$ cat src/rtl/music_pkg.sv
// Shared types and constants for the note player datapath stage.
package music_pkg;

  typedef enum logic [1:0] {
    IDLE = 2'd0,
    PLAY = 2'd1,
    GAP  = 2'd2
  } state_e;

  localparam int PERIOD_W_DEF = 16;
  localparam int DUR_W_DEF    = 16;

  // A half-period of zero means the note is a rest (output held low).
  localparam int REST_PERIOD  = 0;

  // Width needed to hold the gap count; never narrower than one bit.
  function automatic int gap_cnt_w(input int gap);
    return (gap > 1) ? $clog2(gap + 1) : 1;
  endfunction

endpackage

$ cat src/rtl/note_player_if.sv
// Note handshake bundle: the sequencer drives the note fields, the player answers with ready.
interface note_player_if
  import music_pkg::*;
#(
  parameter int PERIOD_W = PERIOD_W_DEF,
  parameter int DUR_W    = DUR_W_DEF
);

  logic                in_val;
  logic                in_rdy;
  logic [PERIOD_W-1:0] in_half_period;
  logic [DUR_W-1:0]    in_duration;

  modport master (
    output in_val,
    output in_half_period,
    output in_duration,
    input  in_rdy
  );

  modport slave (
    input  in_val,
    input  in_half_period,
    input  in_duration,
    output in_rdy
  );

endinterface

$ cat src/rtl/note_player_tone_divider.sv
// Square-wave generator: toggles its output every half_period enabled cycles.
module tone_divider
  import music_pkg::*;
#(
  parameter int PERIOD_W = PERIOD_W_DEF
) (
  input  logic                clk,
  input  logic                rst,
  input  logic                en,
  input  logic [PERIOD_W-1:0] half_period,
  output logic                audio
);

  logic [PERIOD_W-1:0] cnt_q, cnt_d;
  logic                audio_q, audio_d;

  // Count 0..half_period-1 and flip the output on the terminal count;
  // a rest or a disabled divider parks both the counter and the output at 0.
  always_comb begin
    cnt_d   = cnt_q;
    audio_d = audio_q;
    if (!en || (half_period == PERIOD_W'(REST_PERIOD))) begin
      cnt_d   = '0;
      audio_d = 1'b0;
    end else if (cnt_q == (half_period - PERIOD_W'(1))) begin
      cnt_d   = '0;
      audio_d = ~audio_q;
    end else begin
      cnt_d   = cnt_q + PERIOD_W'(1);
    end
  end

  // Divider state register with synchronous active-low reset.
  always_ff @(posedge clk) begin
    if (!rst) begin
      cnt_q   <= '0;
      audio_q <= 1'b0;
    end else begin
      cnt_q   <= cnt_d;
      audio_q <= audio_d;
    end
  end

  assign audio = audio_q;

endmodule

$ cat src/rtl/note_player.sv
// Plays one handshaked note as a square wave for its duration, then a silent gap, then pulses done.
module note_player
  import music_pkg::*;
#(
  parameter int PERIOD_W   = PERIOD_W_DEF,
  parameter int DUR_W      = DUR_W_DEF,
  parameter int GAP_CYCLES = 4
) (
  input  logic         clk,
  input  logic         rst,
  note_player_if.slave in_if,
  input  logic         stop,
  output logic         audio_out,
  output logic         busy,
  output logic         done
);

  localparam int GAP_W = gap_cnt_w(GAP_CYCLES);

  state_e              state_q, state_d;
  logic [DUR_W-1:0]    dur_cnt_q, dur_cnt_d;
  logic [GAP_W-1:0]    gap_cnt_q, gap_cnt_d;
  logic [PERIOD_W-1:0] hp_q, hp_d;
  logic                done_q, done_d;
  logic                hs;
  logic                tone_en;

  assign in_if.in_rdy = (state_q == IDLE);
  assign busy         = (state_q != IDLE);
  assign done         = done_q;

  // stop wins over a pending note, so it also blocks the handshake.
  assign hs = in_if.in_val && (state_q == IDLE) && !stop;

  // Next-state logic: handshake in IDLE, duration countdown in PLAY, gap countdown in GAP.
  always_comb begin
    state_d   = state_q;
    dur_cnt_d = dur_cnt_q;
    gap_cnt_d = gap_cnt_q;
    hp_d      = hp_q;
    done_d    = 1'b0;
    if (stop) begin
      state_d   = IDLE;
      dur_cnt_d = '0;
      gap_cnt_d = '0;
    end else begin
      case (state_q)
        IDLE: begin
          if (hs) begin
            hp_d      = in_if.in_half_period;
            dur_cnt_d = in_if.in_duration;
            if (in_if.in_duration != '0) state_d = PLAY;
            else                         done_d  = 1'b1;
          end
        end
        PLAY: begin
          dur_cnt_d = dur_cnt_q - DUR_W'(1);
          if (dur_cnt_q == DUR_W'(1)) begin
            if (GAP_CYCLES > 0) begin
              state_d   = GAP;
              gap_cnt_d = GAP_W'(GAP_CYCLES);
            end else begin
              state_d = IDLE;
              done_d  = 1'b1;
            end
          end
        end
        GAP: begin
          gap_cnt_d = gap_cnt_q - GAP_W'(1);
          if (gap_cnt_q == GAP_W'(1)) begin
            state_d = IDLE;
            done_d  = 1'b1;
          end
        end
        default: state_d = IDLE;
      endcase
    end
  end

  // FSM and counter registers with synchronous active-low reset.
  always_ff @(posedge clk) begin
    if (!rst) begin
      state_q   <= IDLE;
      dur_cnt_q <= '0;
      gap_cnt_q <= '0;
      hp_q      <= '0;
      done_q    <= 1'b0;
    end else begin
      state_q   <= state_d;
      dur_cnt_q <= dur_cnt_d;
      gap_cnt_q <= gap_cnt_d;
      hp_q      <= hp_d;
      done_q    <= done_d;
    end
  end

  // Run the divider only while staying in PLAY, so it starts from zero on
  // the first PLAY cycle and is already low on the cycle after leaving PLAY.
  assign tone_en = (state_q == PLAY) && (state_d == PLAY);

  tone_divider #(
    .PERIOD_W (PERIOD_W)
  ) u_tone (
    .clk         (clk),
    .rst         (rst),
    .en          (tone_en),
    .half_period (hp_q),
    .audio       (audio_out)
  );

endmodule

$ cat src/flat_wrapper.sv
// flat-port wrapper written by rule: the top's interface ports become plain ports
module note_player_flat import music_pkg::*;
#(
  parameter int PERIOD_W   = PERIOD_W_DEF,
  parameter int DUR_W      = DUR_W_DEF,
  parameter int GAP_CYCLES = 4
)
  (clk, rst, stop, audio_out, busy, done, in_if_in_val, in_if_in_half_period, in_if_in_duration, in_if_in_rdy);
  note_player_if #(.PERIOD_W(PERIOD_W), .DUR_W(DUR_W)) in_if_i ();
  input  logic clk;
  input  logic rst;
  input  logic stop;
  output logic audio_out;
  output logic busy;
  output logic done;
  input wire logic [$bits(in_if_i.in_val)-1:0] in_if_in_val;
  input wire logic [$bits(in_if_i.in_half_period)-1:0] in_if_in_half_period;
  input wire logic [$bits(in_if_i.in_duration)-1:0] in_if_in_duration;
  output wire logic [$bits(in_if_i.in_rdy)-1:0] in_if_in_rdy;
  assign in_if_i.in_val = in_if_in_val;
  assign in_if_i.in_half_period = in_if_in_half_period;
  assign in_if_i.in_duration = in_if_in_duration;
  assign in_if_in_rdy = in_if_i.in_rdy;
  note_player #(.PERIOD_W(PERIOD_W), .DUR_W(DUR_W), .GAP_CYCLES(GAP_CYCLES)) u_core (.clk(clk), .rst(rst), .in_if(in_if_i), .stop(stop), .audio_out(audio_out), .busy(busy), .done(done));
endmodule
$ cat config.mk
export PLATFORM = sky130hd
export DESIGN_NAME = note_player_flat
export DESIGN_NICKNAME = d
export VERILOG_FILES = /design/src/rtl/music_pkg.sv /design/src/rtl/note_player_if.sv /design/src/rtl/note_player_tone_divider.sv /design/src/rtl/note_player.sv /design/src/flat_wrapper.sv
export SDC_FILE = /design/constraint.sdc
export NUM_CORES = 1
export LEC_CHECK = 0
export BUFFER_PORTS_ARGS = -buffer_cell sky130_fd_sc_hd__buf_2
export CAP_MARGIN = 10
export CORE_UTILIZATION = 57
export DETAILED_ROUTE_END_ITERATION = 10
export PLACE_DENSITY = 0.79
export SKIP_CTS_REPAIR_TIMING = 1
export SYNTH_ARGS = -nofsm -noshare
export SYNTH_HDL_FRONTEND = slang
export SYNTH_SLANG_ARGS = --single-unit
$ cat constraint.sdc
create_clock -name clk -period 2.7 [get_ports clk]
set_clock_uncertainty 0.15 [all_clocks]
set_input_delay 0.405 -clock clk [delete_from_list [all_inputs] [get_ports clk]]
set_output_delay 0.405 -clock clk [all_outputs]
set_load 0.01 [all_outputs]
After elaboration in Yosys (flattened, before gate mapping)

Index checks and enable logic that the tools add are counted.

Mux-type cells: 14
Shifts and indexed selects: 0
Divide/modulo/power cells: 0
Magnitude comparators: 0
Multipliers: 0
Equality and inequality tests: 8
Bitwise operators: 3
Add/subtract/negate cells: 4
Reductions and logical operators: 18

Operators with widths:

| cell                    | number |
|---|---|
| $pmux W16 S2            | 1 |
| $sub A16 B1 Y16 const B | 2 |
| $add A16 B1 Y16 const B | 1 |
| $eq A16 B1 Y1 const B   | 1 |
| $eq A16 B16 Y1          | 1 |
| $logic_not A16 Y1       | 1 |
| $mux W16                | 1 |
| $reduce_bool A16 Y1     | 1 |
| $mux W2                 | 5 |
| $pmux W2 S3             | 1 |
| $pmux W3 S2             | 1 |
| $reduce_bool A2 Y1      | 3 |
| $eq A2 B1 Y1 const B    | 2 |
| $ne A2 B1 Y1 const B    | 2 |
| $reduce_and A2 Y1       | 2 |
| $reduce_or A2 Y1        | 2 |
| $eq A3 B1 Y1 const B    | 1 |
| $logic_and A1 B1 Y1     | 3 |
| $mux W1                 | 3 |
| $mux W3                 | 1 |
| $not A1 Y1              | 3 |
| $reduce_and A3 Y1       | 1 |
| $reduce_or A3 Y1        | 1 |
| $sub A3 B1 Y3 const B   | 1 |
| 5 further kinds         | 6 |

Bits in latches: 0
Input bits: 36
Logic and storage cells: 54
RAM bits: 0
Output and inout bits: 4
Memories: 0
Bits in read-only memories: 0
Flip-flop bits (word level): 55

Depth between registers and ports, before layout

Depth in word-level cells: 11
Depth in mapped cells: 10
Depth with buffers taken out: 8

By module

From an unflattened synthesis, not the netlist that was laid out.

Cell total of the unflattened synthesis: 393
Area total of the unflattened synthesis: 3,268.1 µm²

Modules (own cells, without submodules):

| module       | instances | area an instance (µm²) | cells each | sequential area each (µm²) |
|---|---|---|---|---|
| note_player  | 1         | 1,883.1                | 234        | 760.7 |
| tone_divider | 1         | 1,385.1                | 159        | 340.3 |

Worst setup path before layout

OpenSTA, ideal clock, no wires.

Path type: reg-to-reg
From: register u_core.hp_q[0]
To: register u_core.u_tone.cnt_q[3]
Stages on the path, launching flop included: 10
Data arrival time: 2.045 ns
Period minus slack after synthesis: 2.315 ns
Buffers on the path: 2
Setup time: 0.120 ns
Data required time: 2.430 ns
Path slack: 0.385 ns
Cells stage by stage: dfxtp_1 inv_1 ha_1 clkbuf_1 and4_1 o21a_1 o31a_1 nor4_4 buf_6 nor3_1

Cells in the longest elaborated chain, start to end: 3
Elaborated cells between the ends (all ways): 5
Classes of those cells: 1 x add/sub; 1 x eq/ne; 3 x reduce/logical

RTL lines:

| item                                                 | RTL line                                                       | source |
|---|---|---|
| start: declaration                                   | note_player.sv:23                                              | `logic [PERIOD_W-1:0] hp_q, hp_d;` |
| start signal: assignment                             | note_player.sv:92                                              | `hp_q <= hp_d;` |
| $sub A16 B1 Y16 or $logic_not A16 Y1 (tied branches) | note_player_tone_divider.sv:25, note_player_tone_divider.sv:22 |  |
| $eq A16 B16 Y1 or $logic_or A1 B1 Y1 (tied branches) | note_player_tone_divider.sv:25, note_player_tone_divider.sv:22 |  |
| $reduce_or A3 Y1 (no line) (*)                       | --                                                             |  |
| end signal: assignment                               | note_player_tone_divider.sv:39                                 | `cnt_q <= cnt_d;` |
| end: declaration                                     | note_player_tone_divider.sv:14                                 | `logic [PERIOD_W-1:0] cnt_q, cnt_d;` |

Every way passes the cells marked *; elsewhere a longest branch is shown, timed or not.
A chain may end at the register's enable or synchronous reset.

Worst setup path in the final report

From: register u_core.hp_q[0]
To: register u_core.u_tone.audio_q (netlist: u_core.u_tone.audio)

Cells in the longest elaborated chain, start to end: 3
Elaborated cells between the ends (all ways): 5
Classes of those cells: 1 x add/sub; 1 x eq/ne; 3 x reduce/logical

RTL lines:

| item                                                    | RTL line                       | source |
|---|---|---|
| branches (longest 3 deep; another with $sub A16 B1 Y16) | --                             |  |
| end signal: assignment                                  | note_player_tone_divider.sv:40 | `audio_q <= audio_d;` |
| end: declaration                                        | note_player_tone_divider.sv:15 | `logic audio_q, audio_d;` |

Several ways; the timed one is not identified.

==> impl_results.md <==
* Outcome: completed
* Count of pins over their slew limit at 0
* Main synth FF type: dfxtp_1
* Unrepaired setup endpoints after global routing: false
* Core footprint at 0.005140 mm²
* H-tree levels at 2
* Total GRT Usage at 0.2499
* Multiplexer share of the synthesized area at 0.006908
* CTS tree: built
* Setup tns final at 0 ns
* Cell Area, Synth at 0.003079 mm²
* Critical Path, Cell by Cell: inv_1, ha_1, and4_1, o21a_1, o31a_1, nor4_1, mux2_2
* Post-Route WL at ~6.7 mm
* Final Instance Area at 0.003442 mm²
* Max incr delay on CP at 0.43 ns
* Largest family of logic cells by synthesized area: simple AND/OR/NAND/NOR gates
* Synth cell types at 52
* Synthesis-stage register bit count at 55
* Diodes inserted at 0
* Cell Pwr Density at between 400 and 500 mW/mm²
* Buf+Inv Stages, Crit Path at 1
* Crit path max fanout at 9
* Final setup viols at 0
* Inserted Clock Buffers at 5
* Post-Synth XOR/XNOR Area at 0.09671
* GPL Wtd Cong at a little over 0.9
* Vias per cell at 5.819
* Drc violations at 0
* Switching share of power at 0.2744
* P_leak at 0.001263 µW
* Post-synthesis compound-gate area fraction at 0.1755
* Row Count at 26
* Clock power frac at 0.289
* Largest net degree at the start of global routing at 33
* DR vias at 2822
* Slew headroom at 0.6956
* Top-level port count at 40
* Max Cap Viol at 0
* Synth Instances at 378
* Vias in the first global route at 2502
* Post-Synth Simple-Gate Area at 0.2954
* Layout area overhead at 11.78%
* Area after DPL at roughly 0.0034 mm²
* Startpoint type of the worst setup path: flip-flop
* Achievable Freq at 419.6 MHz
* CP required at 2.76 ns
* Final ANT Viol Nets at 0
* Die footprint at roughly 0.0057 mm²
* Clock slew at reported path FFs at about 0.09 ns
* Clock Path Buffers at 2
* Number of enable flip-flop cells after synthesis at 0
* Pint at 1157 µW
* Sequential share of the synthesized area at 0.3576
* Clock Sink Count at 55
* Initial DRC count at about 120
* Initial Util at 0.5991
* Sequential power share at 0.539
* Average cell area after synthesis at between 8 and 9 µm²
* Critical path's top delay family: simple AND/OR/NAND/NOR gates
* Die W at 75.50 µm
* Fraction of layout cells with a size suffix above 1 at 0.1663
* IO buf count at 39
* Post-layout min period at 2.383 ns
* Warnings from Yosys at 0
* WS Path Type: flip-flop to flip-flop
* Critical Path AT at 2.44 ns
* CTS Root Cell: clkbuf_8
* DR WL/cell at 13.83 µm
* Worst path slowest cell: dfxtp_1
* First-pass GRT wire length at 10.98 mm
* DRT Pass-1 Iters at 4
* Logic pwr share at 0.172
* Hpwl dp at 5.096 mm
* Final Cycle Share at 0.8827
* CP endpoint kind: flip-flop
* Final hold vios at 0
* Share of flip-flops with an asynchronous set or reset at 0
* Syn nets at 420
* Initial antenna violation count at 0
* Hold Path Class: input pin to flip-flop
* Worst VDD drop at roughly 0.00027 V
* Worst skew pair latency at between 0.3 and 0.4 ns
* Worst-Margin Slew at 0.4524 ns
* Final Net Count at 457
* Chip height at roughly 76 µm
* Switching pwr at 437.3 µW
* Adder-cell area share of the yosys netlist at 0.02438
* GRT Residual Overflow at 0
[layer usage]
| metal | GRT usage | routed length (µm) | up-vias | share of wire |
|---|---|---|---|---|
| li1 | - | - | 1428 | - |
| met1 | 0.3083 | 3013 | 1330 | 0.45 |
| met2 | 0.4484 | 3417 | 54 | 0.51 |
| met3 | 0.03042 | 180 | 10 | 0.027 |
| met4 | 0.08848 | 95 | 0 | 0.014 |
| met5 | 0 | 0 | - | 0 |
[Yosys cell counts, drive strengths merged, types with 3 or more instances]
| library cell | n | area (µm²) |
|---|---|---|
| a211oi | 4 | 30.03 |
| a21boi | 16 | 120.1 |
| a21oi | 23 | 115.1 |
| a221oi | 3 | 26.28 |
| a31oi | 7 | 43.79 |
| and3 | 6 | 37.54 |
| buf | 5 | 40.04 |
| clkbuf | 15 | 56.30 |
| dfxtp | 55 | 1101 |
| ha | 6 | 75.07 |
| inv | 10 | 37.54 |
| nand2 | 48 | 180.2 |
| nand2b | 4 | 25.02 |
| nand3 | 16 | 85.08 |
| nand3b | 3 | 22.52 |
| nand4 | 6 | 37.54 |
| nor2 | 32 | 120.1 |
| nor3 | 27 | 150.2 |
| nor4 | 14 | 130.1 |
| o211ai | 6 | 45.04 |
| o21ai | 5 | 25.02 |
| o311ai | 3 | 26.28 |
| or4 | 3 | 26.27 |
| xnor2 | 17 | 148.9 |
| xor2 | 17 | 148.9 |
[final cells by class]
class                      instances  area (µm²)
multi-input combinational        293        1851
tap                               70       87.58
inverter                          10       37.54
clock inverter                     1       5.005
timing repair buffer              50       277.8
fill                             474        1698
sequential                        55        1101
clock buffer                       6       82.58
[cells by family after synthesis]
| kind of cell | count (synthesis) |
|---|---|
| AOI/OAI and AO/OA | 80 |
| xor gates and xnor gates | 34 |
| adders and majority gates | 6 |
| buffers and inverters | 30 |
| DFF | 55 |
| muxes | 2 |
| and+or+nand+nor | 171 |
[layout by cell type (no fill, tap or decap), types with 7 or more instances in the layout]
master and n:
nor4_1 10, xnor2_1 17, nand3_1 15, xor2_1 17, buf_4 11, a31oi_1 7, nor3_1 24, inv_1 10
nand2_1 48, a21boi_0 16, a21oi_1 23, nor2_1 32, dfxtp_1 55, buf_2 39
[worst reg2reg max path, stage by stage, from the launching register on]
cell     delay, ns
dfxtp_1       0.43
inv_1         0.07
ha_1          0.31
and4_1        0.21
o21a_1        0.17
o31a_1        0.28
nor4_1        0.31
mux2_2        0.36
[power by group through the flow]
| stage | clock network [µW] | logic (µW) | registers, µW |
|---|---|---|---|
| 4_1_cts | 474 | 272 | 859 |
| 5_1_grt | 499 | 304 | 864 |
| 2_1_floorplan | 0 | 197 | 868 |
| 3_5_place_dp | 0 | 271 | 878 |
| 3_3_place_gp | 0 | 268 | 877 |
| 6_report | 461 | 274 | 859 |
[through the flow]
stage / hold slack [ns] / worst slack (ns) / util / std cells / total power [µW]
floorplan: 0.3184 / 0.3846 / - / 378 / 1066
global route: 0.1943 / 0.05829 / 0.6697 / 485 / 1667
finish: 0.1841 / 0.3166 / 0.6697 / 485 / 1594
global placement: 0.3342 / 0.3769 / 0.6526 / 478 / 1145
CTS: 0.1858 / 0.3148 / 0.6697 / 485 / 1605
detailed placement: 0.3325 / 0.3305 / 0.6526 / 478 / 1149
[state kept, by name (all words and copies together), names as in the netlist]
register / flops
u_core.done: 1
u_core.u_tone.audio: 1
u_core.hp_q: 16
u_core.dur_cnt_q: 16
u_core.u_tone.cnt_q: 16
u_core.state_q: 2
u_core.gap_cnt_q: 3
[worst paths after layout]
path | startpoint | to | slack (ns) | cells after the start
worst min-delay path | in_if_in_half_period[4] | u_core.hp_q[4]$_SDFFE_PN0P_ | 0.18 | 3
worst min register to register | u_core.gap_cnt_q[1]$_SDFFE_PP0P_ | u_core.gap_cnt_q[1]$_SDFFE_PP0P_ | 0.34 | 2
worst max register to register | u_core.hp_q[0]$_SDFFE_PN0P_ | u_core.u_tone.audio$_SDFFE_PP0N_ | 0.32 | 7
worst max-delay path | u_core.hp_q[0]$_SDFFE_PN0P_ | u_core.u_tone.audio$_SDFFE_PP0N_ | 0.32 | 7
(Power assumes the default switching activity.)
